$ cat src/rtl/atbs_pkg.sv
// Shared types and defaults for the ATBS ADC digital core.
package atbs_pkg;

  localparam int unsigned AtbsDacBitwidth     = 4;
  localparam int unsigned AtbsDacSettlingClks = 10;
  localparam int unsigned AtbsDebounceClks    = 16;
  localparam int unsigned AtbsNocDiv          = 8;
  localparam logic [2:0]  AtbsCapSel          = 3'b100;

  typedef enum logic [2:0] {
    StIdle,
    StStartup,
    StComp,
    StEval,
    StSettle
  } atbs_state_e;

  // Returns log2 of the window step for the current evaluation.
  // In ATBS mode the caller supplies the already-updated streak exponent.
  function automatic logic [2:0] atbs_delta_lg(input logic        adaptive,
                                               input logic        big_steps,
                                               input logic [2:0]  atbs_lg,
                                               input int unsigned n);
    if (adaptive) return atbs_lg;
    if (big_steps) return 3'(n - 3);
    return 3'd0;
  endfunction

endpackage

$ cat src/rtl/atbs_debounce.sv
// Two-flop synchroniser followed by a level debouncer: a new level is
// accepted only after DEBOUNCE_CLKS consecutive identical samples.
module atbs_debounce
  import atbs_pkg::*;
#(
  parameter int unsigned DEBOUNCE_CLKS = AtbsDebounceClks
) (
  input  logic clock_i,
  input  logic reset_n_i,
  input  logic sw_i,
  output logic sw_o
);

  localparam int unsigned CntW = (DEBOUNCE_CLKS > 1) ? $clog2(DEBOUNCE_CLKS) : 1;

  logic            sync1_q, sync2_q;
  logic            level_q, level_d;
  logic [CntW-1:0] cnt_q, cnt_d;

  // Count samples that disagree with the accepted level; any agreeing sample restarts.
  always_comb begin
    level_d = level_q;
    cnt_d   = '0;
    if (sync2_q != level_q) begin
      if (cnt_q == CntW'(DEBOUNCE_CLKS - 1)) level_d = sync2_q;
      else cnt_d = cnt_q + CntW'(1);
    end
  end

  // Synchroniser and debounce state.
  always_ff @(posedge clock_i or negedge reset_n_i) begin
    if (!reset_n_i) begin
      sync1_q <= 1'b0;
      sync2_q <= 1'b0;
      level_q <= 1'b0;
      cnt_q   <= '0;
    end else begin
      sync1_q <= sw_i;
      sync2_q <= sync1_q;
      level_q <= level_d;
      cnt_q   <= cnt_d;
    end
  end

  assign sw_o = level_q;

endmodule

$ cat src/rtl/atbs_core_board.sv
// ATBS ADC front-end core: threshold window tracking FSM, non-overlapping
// analog clocks and status outputs. Define ATBS_UART_EN to add an 8N1 event
// transmitter on uart_tx_o; otherwise uart_tx_o idles high.
module atbs_core_board
  import atbs_pkg::*;
#(
  parameter int unsigned DAC_BITWIDTH      = AtbsDacBitwidth,
  parameter int unsigned DAC_SETTLING_CLKS = AtbsDacSettlingClks,
  parameter int unsigned DEBOUNCE_CLKS     = AtbsDebounceClks,
  parameter int unsigned NOC_DIV           = AtbsNocDiv,
  parameter logic [2:0]  CAP_SEL           = AtbsCapSel
) (
  input  logic                    clock_i,
  input  logic                    reset_n_i,
  input  logic                    comp_upper_i,
  input  logic                    comp_lower_i,
  input  logic                    trigger_start_sampling_i,
  input  logic                    trigger_start_mode_i,
  input  logic                    adaptive_mode_i,
  input  logic                    control_mode_i,
  input  logic                    signal_select_in_i,
  input  logic                    enable_i,
  input  logic                    select_tbs_delta_steps_i,
  output logic                    phi_comp_o,
  output logic                    phi_dac_upper_o,
  output logic                    phi_dac_lower_o,
  output logic [DAC_BITWIDTH-1:0] dac_upper_o,
  output logic [DAC_BITWIDTH-1:0] dac_lower_o,
  output logic                    phi_vcm_generator_1_o,
  output logic                    phi_vcm_generator_2_o,
  output logic                    phi_bias_1_o,
  output logic                    phi_bias_2_o,
  output logic                    phi_cmfb_1_o,
  output logic                    phi_cmfb_2_o,
  output logic                    phi_res_1_o,
  output logic                    phi_res_2_o,
  output logic                    bio_amp_en_o,
  output logic [2:0]              select_cap_o,
  output logic                    select_spdt_o,
  output logic                    idle_led_o,
  output logic                    overflow_led_o,
  output logic                    underflow_led_o,
  output logic                    spike_o,
  input  logic                    uart_rx_i,
  output logic                    uart_tx_o
);

  localparam int unsigned N    = DAC_BITWIDTH;
  localparam int unsigned SetW = (DAC_SETTLING_CLKS > 1) ? $clog2(DAC_SETTLING_CLKS) : 1;
  localparam int unsigned NocW = (NOC_DIV > 1) ? $clog2(NOC_DIV) : 1;
  localparam logic [N-1:0] Center = {1'b1, {(N-1){1'b0}}};
  localparam logic [N-1:0] One    = {{(N-1){1'b0}}, 1'b1};
  localparam logic [N-1:0] CMax   = {{(N-1){1'b1}}, 1'b0};
  localparam logic [2:0]   LgMax  = 3'(N - 2);

  logic en, trig_mode, adaptive, sel_steps, sig_sel;

  atbs_debounce #(.DEBOUNCE_CLKS(DEBOUNCE_CLKS)) u_db_enable (
    .clock_i(clock_i), .reset_n_i(reset_n_i), .sw_i(enable_i), .sw_o(en));
  atbs_debounce #(.DEBOUNCE_CLKS(DEBOUNCE_CLKS)) u_db_trig_mode (
    .clock_i(clock_i), .reset_n_i(reset_n_i), .sw_i(trigger_start_mode_i), .sw_o(trig_mode));
  atbs_debounce #(.DEBOUNCE_CLKS(DEBOUNCE_CLKS)) u_db_adaptive (
    .clock_i(clock_i), .reset_n_i(reset_n_i), .sw_i(adaptive_mode_i), .sw_o(adaptive));
  atbs_debounce #(.DEBOUNCE_CLKS(DEBOUNCE_CLKS)) u_db_sel_steps (
    .clock_i(clock_i), .reset_n_i(reset_n_i), .sw_i(select_tbs_delta_steps_i),
    .sw_o(sel_steps));
  atbs_debounce #(.DEBOUNCE_CLKS(DEBOUNCE_CLKS)) u_db_sig_sel (
    .clock_i(clock_i), .reset_n_i(reset_n_i), .sw_i(signal_select_in_i), .sw_o(sig_sel));

  logic comp_up_s1_q, comp_up_q, comp_lo_s1_q, comp_lo_q;
  logic trig_s1_q, trig_s2_q, trig_prev_q;
  logic trig_rise;

  // Comparator and trigger synchronisers plus trigger edge history.
  always_ff @(posedge clock_i or negedge reset_n_i) begin
    if (!reset_n_i) begin
      comp_up_s1_q <= 1'b0;
      comp_up_q    <= 1'b0;
      comp_lo_s1_q <= 1'b0;
      comp_lo_q    <= 1'b0;
      trig_s1_q    <= 1'b0;
      trig_s2_q    <= 1'b0;
      trig_prev_q  <= 1'b0;
    end else begin
      comp_up_s1_q <= comp_upper_i;
      comp_up_q    <= comp_up_s1_q;
      comp_lo_s1_q <= comp_lower_i;
      comp_lo_q    <= comp_lo_s1_q;
      trig_s1_q    <= trigger_start_sampling_i;
      trig_s2_q    <= trig_s1_q;
      trig_prev_q  <= trig_s2_q;
    end
  end

  assign trig_rise = trig_s2_q & ~trig_prev_q;

  atbs_state_e     state_q, state_d;
  logic [SetW-1:0] cnt_q, cnt_d;
  logic [N-1:0]    c_q, c_d;
  logic            ovf_q, ovf_d, unf_q, unf_d;
  logic [2:0]      lg_q, lg_d, lg_new, step_lg;
  logic            streak_q, streak_d, dir_q, dir_d;
  logic            dac_stb_q, dac_stb_d, spike_q, spike_d, idle_led_q;
  logic            ev_valid, ev_up;
  logic [N:0]      step, sum;

  // Sequencer: window evaluation, clamping and adaptive step tracking.
  always_comb begin
    state_d   = state_q;
    cnt_d     = cnt_q;
    c_d       = c_q;
    ovf_d     = ovf_q;
    unf_d     = unf_q;
    lg_d      = lg_q;
    streak_d  = streak_q;
    dir_d     = dir_q;
    dac_stb_d = 1'b0;
    spike_d   = 1'b0;
    ev_valid  = 1'b0;
    ev_up     = 1'b0;
    lg_new    = '0;
    step_lg   = '0;
    step      = '0;
    sum       = '0;
    unique case (state_q)
      StIdle: begin
        if (en && (!trig_mode || trig_rise)) begin
          state_d = StStartup;
          cnt_d   = '0;
        end
      end
      StStartup: begin
        c_d      = Center;
        ovf_d    = 1'b0;
        unf_d    = 1'b0;
        lg_d     = '0;
        streak_d = 1'b0;
        if (cnt_q == SetW'(DAC_SETTLING_CLKS - 1)) begin
          state_d = StComp;
          cnt_d   = '0;
        end else begin
          cnt_d = cnt_q + SetW'(1);
        end
      end
      StComp: state_d = StEval;
      StEval: begin
        state_d = StSettle;
        cnt_d   = '0;
        if (comp_up_q || !comp_lo_q) begin
          ev_valid = 1'b1;
          ev_up    = comp_up_q;
          // A streak only grows on back-to-back events in the same direction.
          if (adaptive && streak_q && (dir_q == ev_up)) begin
            lg_new = (lg_q == LgMax) ? lg_q : lg_q + 3'd1;
          end
          step_lg = atbs_delta_lg(adaptive, sel_steps, lg_new, N);
          step    = {{N{1'b0}}, 1'b1} << step_lg;
          if (ev_up) begin
            sum = {1'b0, c_q} + step;
            if (sum > {1'b0, CMax}) begin
              c_d   = CMax;
              ovf_d = 1'b1;
            end else begin
              c_d = sum[N-1:0];
            end
          end else if ({1'b0, c_q} <= step) begin
            c_d   = One;
            unf_d = 1'b1;
          end else begin
            c_d = c_q - step[N-1:0];
          end
          lg_d      = lg_new;
          streak_d  = adaptive;
          dir_d     = ev_up;
          dac_stb_d = 1'b1;
          spike_d   = 1'b1;
        end else begin
          lg_d     = '0;
          streak_d = 1'b0;
        end
      end
      StSettle: begin
        if (cnt_q == SetW'(DAC_SETTLING_CLKS - 1)) begin
          state_d = StComp;
          cnt_d   = '0;
        end else begin
          cnt_d = cnt_q + SetW'(1);
        end
      end
      default: state_d = StIdle;
    endcase
    // Losing enable aborts from anywhere and restores the idle codes.
    if (!en) begin
      state_d   = StIdle;
      cnt_d     = '0;
      c_d       = Center;
      dac_stb_d = 1'b0;
      spike_d   = 1'b0;
      ev_valid  = 1'b0;
    end
  end

  // Sequencer state.
  always_ff @(posedge clock_i or negedge reset_n_i) begin
    if (!reset_n_i) begin
      state_q    <= StIdle;
      cnt_q      <= '0;
      c_q        <= Center;
      ovf_q      <= 1'b0;
      unf_q      <= 1'b0;
      lg_q       <= '0;
      streak_q   <= 1'b0;
      dir_q      <= 1'b0;
      dac_stb_q  <= 1'b0;
      spike_q    <= 1'b0;
      idle_led_q <= 1'b0;
    end else begin
      state_q    <= state_d;
      cnt_q      <= cnt_d;
      c_q        <= c_d;
      ovf_q      <= ovf_d;
      unf_q      <= unf_d;
      lg_q       <= lg_d;
      streak_q   <= streak_d;
      dir_q      <= dir_d;
      dac_stb_q  <= dac_stb_d;
      spike_q    <= spike_d;
      idle_led_q <= (state_d == StIdle);
    end
  end

  logic [NocW-1:0] noc_q, noc_d;
  logic            noc_1, noc_2;

  // Non-overlapping clock phase counter, parked at zero while disabled.
  always_comb begin
    noc_d = '0;
    if (en) noc_d = (noc_q == NocW'(NOC_DIV - 1)) ? '0 : noc_q + NocW'(1);
  end

  // Phase counter register.
  always_ff @(posedge clock_i or negedge reset_n_i) begin
    if (!reset_n_i) noc_q <= '0;
    else noc_q <= noc_d;
  end

  assign noc_1 = en && (noc_q <= NocW'(NOC_DIV / 2 - 2));
  assign noc_2 = en && (noc_q >= NocW'(NOC_DIV / 2)) && (noc_q <= NocW'(NOC_DIV - 2));

  assign phi_vcm_generator_1_o = noc_1;
  assign phi_vcm_generator_2_o = noc_2;
  assign phi_bias_1_o          = noc_1;
  assign phi_bias_2_o          = noc_2;
  assign phi_cmfb_1_o          = noc_1;
  assign phi_cmfb_2_o          = noc_2;
  assign phi_res_1_o           = (state_q == StStartup);
  assign phi_res_2_o           = 1'b0;

  assign phi_comp_o      = (state_q == StComp);
  assign phi_dac_upper_o = dac_stb_q;
  assign phi_dac_lower_o = dac_stb_q;
  assign dac_upper_o     = c_q + One;
  assign dac_lower_o     = c_q - One;
  assign spike_o         = spike_q;
  assign idle_led_o      = idle_led_q;
  assign overflow_led_o  = ovf_q;
  assign underflow_led_o = unf_q;
  assign bio_amp_en_o    = en;
  assign select_cap_o    = en ? CAP_SEL : 3'b000;
  assign select_spdt_o   = sig_sel;

`ifdef ATBS_UART_EN
  localparam int unsigned UartDiv = 69;

  logic [9:0] tx_sh_q, tx_sh_d;
  logic [6:0] baud_q, baud_d;
  logic [3:0] bits_q, bits_d;
  logic       busy_q, busy_d;
  logic [3:0] c_nib;
  logic       unused_in;

  assign c_nib     = 4'(c_d);
  assign unused_in = ^{uart_rx_i, control_mode_i};

  // 8N1 framer, LSB first; events arriving while busy are dropped.
  always_comb begin
    tx_sh_d = tx_sh_q;
    baud_d  = baud_q;
    bits_d  = bits_q;
    busy_d  = busy_q;
    if (busy_q) begin
      if (baud_q == 7'(UartDiv - 1)) begin
        baud_d  = '0;
        tx_sh_d = {1'b1, tx_sh_q[9:1]};
        if (bits_q == 4'd9) busy_d = 1'b0;
        else bits_d = bits_q + 4'd1;
      end else begin
        baud_d = baud_q + 7'd1;
      end
    end else if (ev_valid) begin
      busy_d  = 1'b1;
      baud_d  = '0;
      bits_d  = '0;
      tx_sh_d = {1'b1, ev_up, step_lg, c_nib, 1'b0};
    end
  end

  // UART transmitter state.
  always_ff @(posedge clock_i or negedge reset_n_i) begin
    if (!reset_n_i) begin
      tx_sh_q <= '1;
      baud_q  <= '0;
      bits_q  <= '0;
      busy_q  <= 1'b0;
    end else begin
      tx_sh_q <= tx_sh_d;
      baud_q  <= baud_d;
      bits_q  <= bits_d;
      busy_q  <= busy_d;
    end
  end

  assign uart_tx_o = tx_sh_q[0];
`else
  logic unused_in;
  assign unused_in = ^{uart_rx_i, control_mode_i, ev_valid};
  assign uart_tx_o = 1'b1;
`endif

endmodule

$ cat config.mk
export PLATFORM = sky130hd
export DESIGN_NAME = atbs_core_board
export DESIGN_NICKNAME = d
export VERILOG_FILES = /design/src/rtl/atbs_pkg.sv /design/src/rtl/atbs_debounce.sv /design/src/rtl/atbs_core_board.sv
export SDC_FILE = /design/constraint.sdc
export NUM_CORES = 1
export LEC_CHECK = 0
export CAP_MARGIN = 5
export CORE_MARGIN = 4
export CORE_UTILIZATION = 55
export CTS_CLUSTER_SIZE = 40
export DETAILED_ROUTE_END_ITERATION = 10
export MAX_ROUTING_LAYER = met4
export PLACE_DENSITY = 0.75
export SLEW_MARGIN = 20
export SYNTH_ARGS = -nofsm -noshare
export SYNTH_HDL_FRONTEND = slang
export SYNTH_SLANG_ARGS = --single-unit
$ cat constraint.sdc
create_clock -name clock_i -period 4.4 [get_ports clock_i]
set_clock_uncertainty 0.2 [all_clocks]
set_input_delay 0.88 -clock clock_i [delete_from_list [all_inputs] [get_ports clock_i]]
set_output_delay 0.88 -clock clock_i [all_outputs]
set_load 0.02 [all_outputs]
=== Word-level counts from Yosys, hierarchy flattened ===
Cells that the tools add are included.

* Order comparisons: 5
* Bitwise gates (word level): 2
* Muxes and demuxes: 57
* Add/sub/neg operators: 12
* Reductions and logical operators: 24
* Equal/unequal tests: 27
* Shifts and indexed selects: 1

{| class="wikitable"
|+ Operator list
! operator !! number
|-
| $mux 4 || 18
|-
| $mux 3 || 15
|-
| $add 4x1->4 const B || 7
|-
| $eq 4x4->1 const B || 6
|-
| $mux 1 || 17
|-
| $reduce_and 2->1 || 8
|-
| $pmux 3 s4 || 1
|-
| $pmux 4 s3 || 1
|-
| $ne 2x2->1 const B || 5
|-
| $eq 3x2->1 const B || 3
|-
| $ne 3x3->1 const B || 3
|-
| $pmux 4 s2 || 1
|-
| $reduce_and 4->1 || 2
|-
| $add 3x1->3 const B || 2
|-
| $eq 3x3->1 const B || 2
|-
| $logic_and 1x1->1 || 6
|-
| $logic_not 3->1 || 2
|-
| $pmux 1 s2 || 3
|-
| $pmux 3 s2 || 1
|-
| $add 4x5->5 || 1
|-
| $gt 5x4->1 const B || 1
|-
| $le 4x5->1 || 1
|-
| $ne 1x1->1 || 5
|-
| $shl 1x3->5 const A || 1
|-
| other kinds (14) || 16
|}

* Input port bits: 12
* Register bits: 65
* Output and inout bits: 29

=== Longest topological paths before layout ===
* Depth after elaboration: 19
* Mapped depth: 15

=== Cells and area by module ===
A second synthesis with hierarchy kept.

* Cells, all modules: 308
* Area total of the unflattened synthesis: 3,348.2 um^2

{| class="wikitable"
|+ Modules (own cells, without submodules)
! module !! area an instance (um^2) !! times used !! cells an instance
|-
| atbs_core_board || 1,986.9 || 1 || 216
|-
| atbs_debounce (u_db_adaptive ...) || 270.3 || 4 || 18
|-
| atbs_debounce (u_db_trig_mode) || 280.3 || 1 || 20
|}

=== Least setup slack after synthesis ===
Ideal clock, no wire load.

* Kind: flip-flop to flip-flop
* Start: register lg_q[0]
* End: register c_q[3]
* Cell stages (with the launch flop): 13
* Arrival time: 2.947 ns
* Path slack: 1.175 ns
* Setup time: 0.078 ns
* Required time: 4.122 ns
* Cells stage by stage: dfrtp_1 > inv_1 > ha_1 > nor2b_1 > mux2_2 > o21a_1 > or2_2 > ha_1 > a21o_1 > o31ai_1 > nor3_4 > a211o_1 > and3_1

* Word-level cells in the longest chain between the ends: 17
* Elaborated cells on any way between the ends: 21

{| class="wikitable"
|+ Ends and longest elaborated chain
! item !! RTL line !! text
|-
| start, declared || atbs_core_board.sv:101 || <nowiki>logic [2:0] lg_q, lg_d, lg_new, step_lg;</nowiki>
|-
| start signal, assigned || atbs_core_board.sv:223 || <nowiki>lg_q <= lg_d;</nowiki>
|-
| $add 3x1->3 or $eq 3x2->1 (tied branches) || atbs_core_board.sv:154 || <nowiki>lg_new = (lg_q == LgMax) ? lg_q : lg_q + 3'd1;</nowiki>
|-
| $mux 3 * || atbs_core_board.sv:154 ||
|-
| $mux 3 * || atbs_core_board.sv:153 || <nowiki>if (adaptive && streak_q && (dir_q == ev_up)) begin</nowiki>
|-
| $mux 3 * || atbs_pkg.sv:24 || <nowiki>if (adaptive) return atbs_lg;</nowiki>
|-
| $mux 3 || atbs_pkg.sv:25 || <nowiki>if (big_steps) return 3'(n - 3);</nowiki>
|-
| $mux 3 || atbs_pkg.sv:26 || <nowiki>return 3'd0;</nowiki>
|-
| $mux 3 * || atbs_pkg.sv:25 ||
|-
| $mux 3 * || atbs_core_board.sv:149 || <nowiki>if (comp_up_q || !comp_lo_q) begin</nowiki>
|-
| $mux 3 * || atbs_core_board.sv:125 || <nowiki>unique case (state_q)</nowiki>
|-
| $shl 1x3->5 * || atbs_core_board.sv:157 || <nowiki>step = {{N{1'b0}}, 1'b1} << step_lg;</nowiki>
|-
| $add 4x5->5 || atbs_core_board.sv:159 || <nowiki>sum = {1'b0, c_q} + step;</nowiki>
|-
| $gt 5x4->1 || atbs_core_board.sv:160 || <nowiki>if (sum > {1'b0, CMax}) begin</nowiki>
|-
| $mux 4 || atbs_core_board.sv:160 ||
|-
| $mux 4 * || atbs_core_board.sv:158 || <nowiki>if (ev_up) begin</nowiki>
|-
| $mux 4 * || atbs_core_board.sv:149 ||
|-
| $pmux 4 s2 * || atbs_core_board.sv:125 ||
|-
| $mux 4 * || atbs_core_board.sv:193 || <nowiki>if (!en) begin</nowiki>
|-
| end signal, assigned || atbs_core_board.sv:208 || <nowiki>c_q <= Center;</nowiki>
|-
| end, declared || atbs_core_board.sv:99 || <nowiki>logic [N-1:0] c_q, c_d;</nowiki>
|}

Mark *: on every way between the ends. The rest lies on a longest branch, timed or not. The select of a mux whose other input is x is not followed.
A chain may end at the register's enable or synchronous reset.

=== Final worst setup path ===
Ends and elaborated chain as after synthesis.

==> results.toml <==
[run_status]
status = "complete, no violations"

[drt]
drtIter0Drc = 109
wl_per_cell_microns = 13.1
drc = 0
via_count = 2153
wl_mm = 5.40
firstDrtPassIters = 5
ant_nets = 0
avgViaCountPerCell = 5.21

[yosys]
synth_edf_count = 0
synth_top_family_by_area = "simple AND/OR/NAND/NOR gates"
synth.cell_area_sq_um = 3280
ys_types = 47
synthMostInstantiatedCell = "dfrtp_1"
synth_seq_cells = 65
synth_xor_area_frac = 0.0557
post_synth_mux_area_share = 0.0206
synthSimpleGateAreaFrac = 0.164
yosys-top-cells-area = "dfrtp_1 (49%), ha_1 (8.4%), xnor2_1 (4.0%)"
synth_area_leader_cell = "dfrtp_1"
ys_seq_area_frac = 0.497
synthFlopType = "dfrtp_1"
syn_inst = 304
avgSynthCellArea_sq_um = 10.8
synth_common_cells = "dfrtp_1 (64), inv_1 (25), ha_1 (22)"
synth_compound_area_frac = 0.104
yosys_warnings = 0
synth_top_area_frac = 0.489
synthAdderAreaFrac = 0.0962
async_reset_ff_frac = 1.00

[sta]
post-route-period-util = 0.787
drv_slew = 0
hold_viol = 0
fin_setup_tns_ps = 0
fmax_mhz = 289
tightestPinTransition_ps = 803
setup_viol = 0
rsz0062_at_grt = "false"
slew_headroom = 0.465
period_needed_ps = 3460

[grt]
antenna_found_initial = 0
grt_use_total = 0.171
grt.overflow.total = 0
grt_pass1_vias = 2183
grt_pass1_wl_mm = 9.69
grt_max_degree = 39

[setup_path]
critPathKind = "reg -> reg"
required_ps = 4470
r2r_start = "lg_q[0]"
cp-startpoint = "lg_q[0]"
critPathLaunchType = "flip-flop"
crit_fanout = 6
crit_arrival_ps = 3530
r2r_slack_ps = 940
cp-end-kind = "flip-flop"

[clock_network]
cts_resized = 0
cts_hold_buffers = 0
clockBufferDepth = 2
cts_sinks = 65
clkLatencyLatePin_ps = 340
cts_tree = "yes"
postCtsSetupBuffers = 0
root_buffer = "clkbuf_8"
clk_pin_slew_ps = 80
cts_buffers = 9
htree_levels = 3

[floorplanning]
fp.dieH_microns = 85.2
core-area_sq_um = 5640
die_width_microns = 85.2
rows = 27
pin_count = 41
start_util = 0.581
die_area_sq_um = 7260

[worst_hold_path]
worst_hold_path_type = "reg -> reg"
worstHoldStart = "u_db_adaptive.sync1_q"

[pwr]
fin_total_pwr_mw = 1.19
power_density_nw_per_um2 = 312
p_leak_nw = 1.72
max-vdd-ir-drop_mv = 0.229

[job]
maxCapViolCount = 0

[placed_design]
numPortBuffers = 34
gp_congestion = 0.877
post-dp-hpwl_mm = 4.08

[layout]
drive_gt1_frac = 0.0938
fillers = 427
nNetsFinal = 372
area_delta_synth_final_pct = 16.5
antenna_cells = 0
-- area by class of cell --
class / count / area, sq um / area share
tap: 72 / 90.1 / 0.0236
timing repair buffer: 35 / 343 / 0.0898
clock inverter: 6 / 66.3 / 0.0174
clock buffer: 10 / 138 / 0.0361
inverter: 25 / 93.8 / 0.0246
sequential: 65 / 1630 / 0.426
multi-input combinational: 200 / 1460 / 0.382
-- worst paths after layout --
check / end / depth (start not counted)
worst min-delay path: u_db_adaptive.sync2_q / 0
min in group asynchronous: u_db_sig_sel.cnt_q[2] / 1
worst max-delay path: c_q[3] / 12
worst max register to register: c_q[3] / 12
max in group asynchronous: c_q[3] / 2
worst min register to register: u_db_adaptive.sync2_q / 0
-- critical path: stages, from the launching register on --
cell     delay (ps)
dfrtp_1         430
inv_1            80
ha_1            170
nor2b_1         210
mux2_2          370
o21a_1          200
or2_2           360
ha_1            320
a21o_1          180
o31ai_1         340
nor3_4           90
a211o_1         260
and3_1          170
-- layout by cell type (no fill, tap or decap), types with 3 or more instances in the layout --
cell type        synthesis  layout
nand3_1                 10      10
ha_1                    22      22
o21ai_0                 15      15
nand4b_1                 5       5
nor2b_1                 11      11
nor3_1                   5       5
clkdlybuf4s50_1          0      33
xor2_1                   4       4
inv_1                   25      25
clkbuf_8                 0      10
o21a_1                   4       4
nand2b_1                 8       8
nor3b_1                  8       8
nand4_1                  3       3
conb_1                   2       4
nor2_1                  15      15
nand2_1                 15      15
a21oi_1                 16      16
xnor2_1                 15      15
mux2_2                   6       6
dfrtp_1                 64      64
o31ai_1                  4       4
-- kinds of logic after synthesis --
logic type | after synthesis
and+or+nand+nor | 93
DFF | 65
AOI/OAI and AO/OA | 53
buffers and inverters | 41
adders and majority gates | 24
xor gates and xnor gates | 20
muxes | 6
other | 2
-- through the flow --
step           instances  setup WS [ps]  area [sq um]  utilization  hold slack (ps)
3_3_place_gp         397           1000          3610        0.640              132
6_report             413            936          3820        0.677              154
4_1_cts              413            935          3820        0.677              152
2_1_floorplan        306           1170          3290            -              131
3_5_place_dp         397            963          3610        0.640              137
5_1_grt              413            705          3820        0.677              161
-- registers in the layout, indices dropped and copies added (netlist names), 3 cells and up --
| signal | flops |
|---|---|
| c_q | 4 |
| u_db_sig_sel.cnt_q | 4 |
| u_db_trig_mode.cnt_q | 4 |
| u_db_sel_steps.cnt_q | 4 |
| noc_q | 3 |
| u_db_adaptive.cnt_q | 4 |
| cnt_q | 4 |
| lg_q | 3 |
| state_q | 3 |
| u_db_enable.cnt_q | 4 |
-- metal layers --
layer | global-route usage | share of wire | vias up
met2 | 0.268 | 0.48 | 36
met3 | 0.0369 | 0.039 | 8
met5 | - | 0 | -
met1 | 0.213 | 0.47 | 1020
met4 | 0.0748 | 0.017 | 0
li1 | - | - | 1089
-- power breakdown --
| part | switching [mW] | internal, mW | total (mW) | leakage, nW |
|---|---|---|---|---|
| clock | 0.230 | 0.279 | 0.509 | 0.107 |
| combinational | 0.0282 | 0.0229 | 0.0511 | 0.767 |
| sequential | 0.0162 | 0.616 | 0.633 | 0.847 |
Power figures use the tool's default switching activity.
